File: config.mk
export PLATFORM = sky130hd
export DESIGN_NAME = fdiv_seq
export DESIGN_NICKNAME = d
export VERILOG_FILES = /design/src/rtl/fdiv_seq.sv
export SDC_FILE = /design/constraint.sdc
export NUM_CORES = 1
export LEC_CHECK = 0
export ABC_CLOCK_PERIOD_IN_PS = 4200
export CORE_ASPECT_RATIO = 0.75
export CORE_MARGIN = 1.5
export CORE_UTILIZATION = 52
export DETAILED_ROUTE_END_ITERATION = 10
export GPL_ROUTABILITY_DRIVEN = 0
export GPL_TIMING_DRIVEN = 0
export PLACE_DENSITY = 0.86
export SLEW_MARGIN = 0
export SYNTH_ARGS = -nofsm -noshare
export SYNTH_HDL_FRONTEND = slang
export SYNTH_SLANG_ARGS = --single-unit
File: constraint.sdc
create_clock -name clk -period 4.2 [get_ports clk]
set_clock_uncertainty 0.1 [all_clocks]
set_input_delay 0.42 -clock clk [delete_from_list [all_inputs] [get_ports clk]]
set_output_delay 0.42 -clock clk [all_outputs]
set_load 0.05 [all_outputs]
File: src/rtl/fdiv_seq.sv
// Multi-cycle IEEE-754 single-precision divider, y = x1 / x2.
// Radix-2 restoring mantissa division, RNE rounding, denormals flushed to zero.
module fdiv_seq #(
  parameter int QBITS = 26
) (
  input  logic        clk,
  input  logic        rst,
  input  logic [31:0] x1,
  input  logic [31:0] x2,
  input  logic        in_valid,
  output logic        in_ready,
  output logic [31:0] y,
  output logic        ovf,
  output logic        udf,
  output logic        dz,
  output logic        out_valid,
  input  logic        out_ready
);

  localparam int CW = $clog2(QBITS);

  typedef enum logic [1:0] {IDLE, CALC, ROUND, DONE} state_t;

  state_t              state, state_nx;
  logic [CW-1:0]       cnt;
  logic [25:0]         r;
  logic [23:0]         m2;
  logic [QBITS-1:0]    q;
  logic signed [9:0]   e;
  logic                s;
  logic                nan_c, dz_c, inf_c, zero_c;

  // operand decode for the accept cycle
  logic                nan1, nan2, inf1, inf2, zero1, zero2;
  logic [23:0]         m1_in, m2_in;
  logic signed [9:0]   e0;

  // divider step and rounding
  logic [25:0]         t, r_nx;
  logic                ge;
  logic [23:0]         mant;
  logic                rnd_up;
  logic [24:0]         sum;
  logic [22:0]         frac_f;
  logic signed [9:0]   e_f;
  logic [31:0]         y_nx;
  logic                ovf_nx, udf_nx, dz_nx;

  assign in_ready  = (state == IDLE);
  assign out_valid = (state == DONE);

  // Decode operand classes, mantissas and the unnormalised biased exponent
  always_comb begin
    nan1   = (x1[30:23] == 8'hFF) && (x1[22:0] != '0);
    nan2   = (x2[30:23] == 8'hFF) && (x2[22:0] != '0);
    inf1   = (x1[30:23] == 8'hFF) && (x1[22:0] == '0);
    inf2   = (x2[30:23] == 8'hFF) && (x2[22:0] == '0);
    zero1  = (x1[30:23] == 8'h00);
    zero2  = (x2[30:23] == 8'h00);
    m1_in  = {1'b1, x1[22:0]};
    m2_in  = {1'b1, x2[22:0]};
    e0     = $signed({2'b00, x1[30:23]}) - $signed({2'b00, x2[30:23]}) + 10'sd127;
  end

  // One restoring step; the first step compares the initial remainder undoubled
  always_comb begin
    t    = (cnt == CW'(QBITS - 1)) ? r : {r[24:0], 1'b0};
    ge   = (t >= {2'b00, m2});
    r_nx = ge ? (t - {2'b00, m2}) : t;
  end

  // Round to nearest even, then resolve specials and exponent range
  always_comb begin
    mant   = q[QBITS-1 -: 24];
    rnd_up = q[QBITS-25] & (q[QBITS-26] | (r != '0) | mant[0]);
    sum    = {1'b0, mant} + {24'd0, rnd_up};
    if (sum[24]) begin
      frac_f = '0;
      e_f    = e + 10'sd1;
    end else begin
      frac_f = sum[22:0];
      e_f    = e;
    end
    y_nx   = '0;
    ovf_nx = 1'b0;
    udf_nx = 1'b0;
    dz_nx  = 1'b0;
    if (nan_c) begin
      y_nx = 32'h7FC0_0000;
    end else if (dz_c) begin
      y_nx  = {s, 8'hFF, 23'd0};
      dz_nx = 1'b1;
    end else if (inf_c) begin
      y_nx = {s, 8'hFF, 23'd0};
    end else if (zero_c) begin
      y_nx = {s, 31'd0};
    end else if (e_f >= 10'sd255) begin
      y_nx   = {s, 8'hFF, 23'd0};
      ovf_nx = 1'b1;
    end else if (e_f <= 10'sd0) begin
      y_nx   = {s, 31'd0};
      udf_nx = 1'b1;
    end else begin
      y_nx = {s, e_f[7:0], frac_f};
    end
  end

  // State register
  always_ff @(posedge clk) begin
    if (rst) state <= IDLE;
    else     state <= state_nx;
  end

  // Next-state logic
  always_comb begin
    state_nx = state;
    case (state)
      IDLE:  if (in_valid) state_nx = CALC;
      CALC:  if (cnt == '0) state_nx = ROUND;
      ROUND: state_nx = DONE;
      DONE:  if (out_ready) state_nx = IDLE;
      default: state_nx = IDLE;
    endcase
  end

  // Datapath: operand latch, quotient generation, result register
  always_ff @(posedge clk) begin
    if (rst) begin
      cnt    <= '0;
      r      <= '0;
      m2     <= '0;
      q      <= '0;
      e      <= '0;
      s      <= 1'b0;
      nan_c  <= 1'b0;
      dz_c   <= 1'b0;
      inf_c  <= 1'b0;
      zero_c <= 1'b0;
      y      <= '0;
      ovf    <= 1'b0;
      udf    <= 1'b0;
      dz     <= 1'b0;
    end else begin
      case (state)
        IDLE: if (in_valid) begin
          cnt    <= CW'(QBITS - 1);
          m2     <= m2_in;
          q      <= '0;
          s      <= x1[31] ^ x2[31];
          nan_c  <= nan1 | nan2 | (zero1 & zero2) | (inf1 & inf2);
          dz_c   <= zero2 & ~zero1 & ~inf1;
          inf_c  <= inf1;
          zero_c <= zero1 | inf2;
          // pre-shifting a smaller dividend keeps the quotient in [1, 2)
          if (m1_in < m2_in) begin
            r <= {1'b0, m1_in, 1'b0};
            e <= e0 - 10'sd1;
          end else begin
            r <= {2'b00, m1_in};
            e <= e0;
          end
          y   <= '0;
          ovf <= 1'b0;
          udf <= 1'b0;
          dz  <= 1'b0;
        end
        CALC: begin
          r   <= r_nx;
          q   <= {q[QBITS-2:0], ge};
          cnt <= cnt - CW'(1);
        end
        ROUND: begin
          y   <= y_nx;
          ovf <= ovf_nx;
          udf <= udf_nx;
          dz  <= dz_nx;
        end
        default: ;
      endcase
    end
  end

endmodule
Word level (Yosys, flattened, before mapping)
Index checks and enable logic that the tools add are counted.
- add/subtract/negate cells: 7
- mux-type cells: 41
- order comparisons: 4
- reduce and logical (&&, ||, !) cells: 19
- bitwise operators: 14
- eq/ne operators: 9
- operators by type and width (kind ; count):
    2-to-1 mux 31 bit ; 5
    2-to-1 mux 26 bit ; 4
    case mux 26 bit (2 select lines) ; 2
    2-to-1 mux 32 bit ; 2
    case mux 32 bit (2 select lines) ; 1
    zero test 23 bit ; 2
    nonzero test 23 bit ; 2
    >= comparator 26 x 24 -> 1 bit ; 1
    nonzero test 26 bit ; 1
    subtractor 26 x 24 -> 26 bit ; 1
    adder 24 x 1 -> 25 bit ; 1
    2-to-1 mux 25 bit ; 1
    < comparator 24 bit ; 1
    2-to-1 mux 23 bit ; 1
    2-to-1 mux 10 bit ; 2
    equality test 8 bit (second input constant) ; 2
    zero test 8 bit ; 2
    2-to-1 mux 1 bit ; 14
    adder 10 x 2 -> 10 bit (second input constant) ; 1
    adder 9 x 8 -> 10 bit (second input constant) ; 1
    >= comparator 10 x 9 -> 1 bit (second input constant) ; 1
    <= comparator 10 x 1 -> 1 bit (second input constant) ; 1
    case mux 5 bit (2 select lines) ; 1
    subtractor 10 x 2 -> 10 bit (second input constant) ; 1
    other kinds (21) ; 43
- output and inout bits: 37
- input port bits: 68
- flip-flop bits (word level): 133
- logic and storage cells: 109

Depth between registers and ports, before layout
Gate-level depths: netlist of run 1.
- depth after elaboration: 14
- depth in mapped cells: 19
- gate-level depth less buffers: 15

Worst setup path before layout of run 1
Ideal clock, no wire load.
- path type: register to register
- from: register cnt[1]
- to: register r[1]
- path buffers: 4
- required time: 3984 ps
- data arrival time: 3751 ps
- setup time: 116 ps
- slack: 233 ps
- stages on the path, launching flop included: 19
- path through: dfxtp_1 inv_1 ha_1 and4b_1 clkbuf_1 clkbuf_1 buf_1 nand2_1 nand2_1 ha_1 a211oi_1 nor2_1 o31a_1 nor4bb_2 o21bai_2 buf_2 mux2i_1 nand2_1 a31o_2
- word-level cells in the longest chain between the ends: 5
- elaborated cells between the ends (all ways): 6
- those cells by class: add/sub: 1; order compare: 1; eq/ne: 1; mux: 3
- RTL lines (what ; RTL line ; RTL):
    start: declaration ; 25 ; logic [CW-1:0] cnt;
    start signal: assignment ; 146 ; cnt <= CW'(QBITS - 1);
    start signal: assignment ; 170 ; cnt <= cnt - CW'(1);
    equality test 5 bit * ; 67 ; t = (cnt == CW'(QBITS - 1)) ? r : {r[24:0], 1'b0};
    2-to-1 mux 26 bit * ; 67 ;
    subtractor 26 x 24 -> 26 bit / >= comparator 26 x 24 -> 1 bit (equally long branches) ; 69, 68 ;
    2-to-1 mux 26 bit * ; 69 ; r_nx = ge ? (t - {2'b00, m2}) : t;
    case mux 26 bit (2 select lines) * ; 144 ; case (state)
    end signal: assignment ; 156 ; r <= {1'b0, m1_in, 1'b0};
    end signal: assignment ; 159 ; r <= {2'b00, m1_in};
    end signal: assignment ; 168 ; r <= r_nx;
    end: declaration ; 26 ; logic [25:0] r;
Every way passes the cells marked *; elsewhere a longest branch is shown, timed or not.
A chain may end at the register's enable or synchronous reset.

Worst setup path in the final report of run 1
- from: register cnt[1]
- to: register r[11]
The elaborated chain is that of the path after synthesis.

==> flow_metrics.tcl, run 1 <==
set metrics [dict create \
    slew_headroom_pct 39.2 \
    setup-violations-final 0 \
    post-place-ws_ns -0.871 \
    postLayoutCellArea_um2 11700 \
    holdBufCountCts 0 \
    cts_made_buffers 17 \
    first_global_vias 9278 \
    cap_viol_max_count 0 \
    min_path_type "register to register" \
    vias 10300 \
    path_clk_slew_ns 0.06 \
    yosys.area.top_type "dfxtp_1" \
    fp.dieH_um 121 \
    critical_path_depth 17 \
    synth_top_area_share_pct 27.5 \
    regArea_um2 2660 \
    drcViolationCount 0 \
    syn_area_um2 9690 \
    dp_hpwl_um 22000 \
    coreArea_um2 18300 \
    worstSetupPathType "register to register" \
    required_ns 4.42 \
    antenna_left 0 \
    synth_flop_cell "dfxtp_1" \
    rows 43 \
    clock-sinks 133 \
    initial_core_util_pct 52.8 \
    worstSkewPairLatency_ns 0.43 \
    nets 1544 \
    crit_slowest_cell "nor4bb_4" \
    ys_ff_latch 133 \
    antenna_found_initial 0 \
    cp_cell_sequence "inv_1, ha_1, nand4b_1, buf_2, clkbuf_4, nand2_1, nand2_1, ha_1, a211oi_1, nor2_1, o31a_1, nor4bb_4, o21bai_4, clkbuf_4, and2_0, a211oi_1, o21ai_0" \
    min_period_over_period_pct 97.1 \
    yosys_warnings 0 \
    synth_commonest_cells "nand2_1, dfxtp_1, a21oi_1" \
    holdWs_ns 0.349 \
    port_buffers 103 \
    cts_tree "done" \
    dieWidth_um 161 \
    cts_max_level 4 \
    io_pins 105 \
    drt-total-wl_um 29200 \
    fillers 1522 \
    ir_drop_v 0.000317 \
    synth_nets 1418 \
    max_freq_ghz 0.245 \
    yosysUniqueCellTypes 83 \
    grt.overflow.total 0 \
    setup_ws_ns 0.122 \
    first_iter_violations 1301 \
    placed_area_um2 11000 \
    whs_path_depth 2 \
    drive_gt1_share_pct 8.16 \
    finalCriticalPeriod_ns 4.08 \
    status "finished clean" \
    syn_avg_cell_area_um2 7.55 \
    multi_input_area_um2 6510 \
    tightest_slew_ns 0.907 \
    critPathLaunchType "register" \
    via_per_inst 6.14 \
    grt_max_degree 17 \
    drt_pass1_iterations 6 \
    end_kind "register" \
    clockBufferDepth 2 \
    avgRoutedWirePerCell_um 17.5 \
    grt_first_pass_wirelength_um 47200 \
    synth.area.top_cells "dfxtp_1, nand2_1, ha_1" \
    power.leakage_nw 4.55 \
    syn2layout_area_growth_pct 20.6 \
    slew_viol_final 0 \
    grt_use_total_pct 30.4 \
    synth-edff-count 0 \
    yosysMostFrequentCell "nand2_1" \
    cts_root_buffer "clkbuf_16" \
    final-hold-violation-count 0 \
    dieArea_um2 19500 \
    syn-instance-count 1283 \
    crit_family "compound AO/OA/AOI/OAI gates" \
    seq_area_frac_synth_pct 27.5 \
    rr_worst_depth 17 \
    cp_max_fo 10 \
    critPathBufInv 4 \
    n_antenna_cell 0 \
    arrival_ns 4.29 \
    synthArstFlopShare_pct 0 \
    powerDensity_nw_per_um2 646 \
    cp_slowest_stage_delay_ns 0.38 \
]
## state kept, by name, indices dropped and copies added, names as in the netlist, 2 cells and up
name   count
cnt        5
q         26
state      2
e         10
y         32
r         26
m2        24
## cell usage in the layout (no fill, tap or decap), types with 20 or more instances in the layout
cell type        synthesis  final
ha_1                    65     64
nor3_1                  27     27
dfxtp_1                133    133
clkdlybuf4s50_1          0    103
inv_1                   76     76
clkbuf_1                49     44
nor2_1                  81     81
nor4_1                  22     21
nand2_1                228    228
xor2_1                  33     33
nand3_1                 44     44
a22oi_1                 32     32
nand4_1                 27     27
o21ai_0                 55     54
a21oi_1                 83     82
o21ai_2                 20     20
xnor2_1                 29     29
## stage by stage
step	total power [mW]	TNS [ns]	util, %	cells
6_report	7.55	0	63.7	1669
5_1_grt	7.98	-0.0159	63.7	1669
4_1_cts	7.29	0	63.5	1668
3_5_place_dp	5.74	-16.80	60.1	1633
3_3_place_gp	5.66	-14.98	60.1	1633
2_1_floorplan	4.67	0	-	1283
## what timing repair did
action / 4_1_cts / 5_1_grt
endpoints found under the setup margin: 27 / 24
pin swaps: 2 / 1
gates resized for setup: 13 / 10
setup buffers: 4 / 2
## cells by family after synthesis
kind of cell,after synthesis,synth area share [%]
buf+inv,141,5.81
flops,133,27.5
simple gates,525,26.2
compound gates,327,23.1
xor+xnor,62,5.60
fa+ha+maj,67,8.81
mux,28,3.07
## cell type report
class,count,share of cell area [%]
inverters,78,2.51
well taps,247,2.64
repair buffers,109,9.21
clock inverters,13,0.867
plain buffers,61,2.40
multi-input cells,1009,55.7
flip-flops and latches,133,22.8
clock buffers,19,3.88
## where the power goes
group | total, mW | switching (mW) | internal [mW]
logic | 4.47 | 2.78 | 1.69
registers | 1.69 | 0.214 | 1.48
clock network | 1.40 | 0.607 | 0.789
total | 7.55 | 3.60 | 3.96
## worst min-delay path, delay by kind of cell, from the launching register on
family / cells / cell delay (ns)
flip-flops: 1 / 0.32
AND/OR/NAND/NOR: 1 / 0.06
AO/OA/AOI/OAI: 1 / 0.04
## final timing paths
| path | endpoint | from | slack (ns) |
|---|---|---|---|
| setup / recovery | r[11]$_SDFFE_PP0P_ | cnt[1]$_SDFFE_PP0P_ | 0.12 |
| setup reg to reg | r[11]$_SDFFE_PP0P_ | cnt[1]$_SDFFE_PP0P_ | 0.12 |
| hold reg to reg | y[6]$_SDFFE_PP0P_ | y[6]$_SDFFE_PP0P_ | 0.35 |
| hold / removal | y[6]$_SDFFE_PP0P_ | y[6]$_SDFFE_PP0P_ | 0.35 |
## per-layer routing
metal	vias to the layer above	share of wire [%]	GRT usage, %
met5	-	0	0
met4	0	2.1	10.0
met3	63	12	6.60
met2	597	43	46.5
met1	4721	43	42.3
li1	4873	-	-
Power figures use the tool's default switching activity.
==> run 2: changes to the inputs <==
Settings changed: ABC_CLOCK_PERIOD_IN_PS 4200 to default, CORE_UTILIZATION 52 to 55, DONT_BUFFER_PORTS from default to 1, PLACE_DENSITY 0.86 to 0.82.
==> flow_metrics.tcl, run 2 (synthesized netlist as in run 1, its figures left out) <==
set metrics [dict create \
    status "finished clean" \
    placed_area_um2 9990 \
    first_iter_violations 1068 \
    avgRoutedWirePerCell_um 18.4 \
    cp_max_fo 17 \
    grt_setup_unrepaired "no" \
    arrival_ns 4.21 \
    holdWs_ns 0.0112 \
    grt_use_total_pct 31.2 \
    io_pins 105 \
    end_kind "register" \
    cts_made_buffers 17 \
    finalCriticalPeriod_ns 3.99 \
    cts_root_buffer "clkbuf_16" \
    reg.largest.list "y x32, q x26, r x26" \
    via_per_inst 6.37 \
    vias 9886 \
    n_antenna_cell 0 \
    r2r_end "r[3]$_SDFFE_PP0P_" \
    worstSkewPairLatency_ns 0.44 \
    syn2layout_area_growth_pct 10.5 \
    antenna_found_initial 0 \
    antenna_left 0 \
    clock-sinks 133 \
    worstSetupPathType "register to register" \
    grt_max_degree 17 \
    holdBufCountCts 0 \
    cts_max_level 4 \
    postLayoutCellArea_um2 10700 \
    hold_path_end "m2[13]$_SDFFE_PP0P_" \
    dieArea_um2 18400 \
    rr_startpoint "cnt[0]$_SDFFE_PP0P_" \
    powerDensity_nw_per_um2 711 \
    required_ns 4.42 \
    grt.overflow.total 0 \
    cts_tree "done" \
    tightest_slew_ns 0.876 \
    slew_viol_final 0 \
    min_path_type "input pin to register" \
    utilization_pct 62.9 \
    port_buffers 0 \
    drt_pass1_iterations 5 \
    initial_core_util_pct 56.9 \
    slew_headroom_pct 41.2 \
    power.leakage_nw 4.20 \
    coreArea_um2 17000 \
    dieWidth_um 156 \
    dp_hpwl_um 21600 \
    drive_gt1_share_pct 9.11 \
    cap_viol_max_count 0 \
    largest_register_ffs 32 \
    path_clk_slew_ns 0.07 \
    first_global_vias 9040 \
    clockBufferDepth 2 \
    final_common_cell "nand2_1" \
    fp.dieH_um 118 \
    r2r_slack_ns 0.21 \
    grt_first_pass_wirelength_um 45500 \
    final-hold-violation-count 0 \
    drt-total-wl_um 28500 \
    max_freq_ghz 0.251 \
    final_cell_mix "nand2_1, dfxtp_1, a21oi_1" \
    critPathLaunchType "register" \
    setup-violations-final 0 \
    rows 41 \
    min_from "x2[13]" \
    nets 1439 \
    whs_path_depth 2 \
    top_register "y" \
    drcViolationCount 0 \
    min_period_over_period_pct 94.9 \
    ir_drop_v 0.000356 \
    rr_worst_depth 15 \
]
[run 2: cell count changes in the layout (fill, tap and decap cells not counted), sizes merged, moves of 2 or more]
| cell | change |
|---|---|
| clkbuf | -3 |
| bufinv | +2 |
| clkdlybuf4s50 | -103 |
| clkinv | +4 |
| clkinvlp | -6 |
| inv | +2 |
[run 2: per-layer routing]
| layer | vias up | share of wire (%) | track usage (%) |
|---|---|---|---|
| li1 | 4651 | - | - |
| met2 | 580 | 42 | 46.3 |
| met1 | 4589 | 44 | 43.4 |
| met4 | 0 | 2.1 | 10.1 |
| met3 | 66 | 12 | 8.69 |
| met5 | - | 0 | 0 |
[run 2: worst max-delay path by stage]
stage                                   start                 end  slack (ns)
after floorplan           cnt[1]$_SDFFE_PP0P_   r[1]$_SDFFE_PP0P_        0.23
after global placement    cnt[0]$_SDFFE_PP0P_  r[19]$_SDFFE_PP0P_       -0.86
after detailed placement  cnt[0]$_SDFFE_PP0P_  r[19]$_SDFFE_PP0P_       -0.94
after CTS                 cnt[1]$_SDFFE_PP0P_   r[6]$_SDFFE_PP0P_        0.01
after global routing      cnt[0]$_SDFFE_PP0P_  r[19]$_SDFFE_PP0P_       0.003
final                     cnt[0]$_SDFFE_PP0P_   r[3]$_SDFFE_PP0P_        0.21
[run 2: repair_timing]
action                     CTS  global route
pin swaps                    2             6
setup buffers                4             1
setup endpoints to repair   27            24
cloned                       0             0
gates resized for setup     18            13
[run 2: area by class of cell]
cell class,count,area [um^2]
fillers,1511,6320
multi-input cells,1009,6540
plain buffers,60,285
repair buffers,5,37.5
flip-flops and latches,133,2660
inverters,78,295
well taps,236,295
clock inverters,15,171
clock buffers,17,425
[run 2: stage by stage]
step / std cells / setup TNS, ns / setup WS, ns / total power [mW]
3_3_place_gp: 1519 / -16.85 / -0.860 / 5.56
6_report: 1553 / 0 / 0.213 / 7.62
4_1_cts: 1554 / 0 / 0.0127 / 7.36
3_5_place_dp: 1519 / -18.26 / -0.937 / 5.65
2_1_floorplan: 1283 / 0 / 0.233 / 4.67
5_1_grt: 1553 / 0 / 0.00291 / 8.04
[run 2: power by group]
group / switching [mW] / internal, mW / total (mW)
Clock: 0.624 / 0.887 / 1.51
Combinational: 2.75 / 1.63 / 4.38
Sequential: 0.254 / 1.48 / 1.73
Total: 3.63 / 3.99 / 7.62
[run 2: worst max-delay path, cell delays in order, from the launching register on]
cell and delay, ns:
dfxtp_1 0.40, ha_1 0.19, and4b_4 0.41, buf_4 0.24, nand2_1 0.07, nand2_1 0.08
ha_1 0.30, a211oi_1 0.27, nor2_1 0.14, o31a_1 0.37, nor4bb_4 0.36, o21bai_4 0.18
buf_4 0.20, and2_0 0.14, a211oi_2 0.28, o21ai_0 0.13
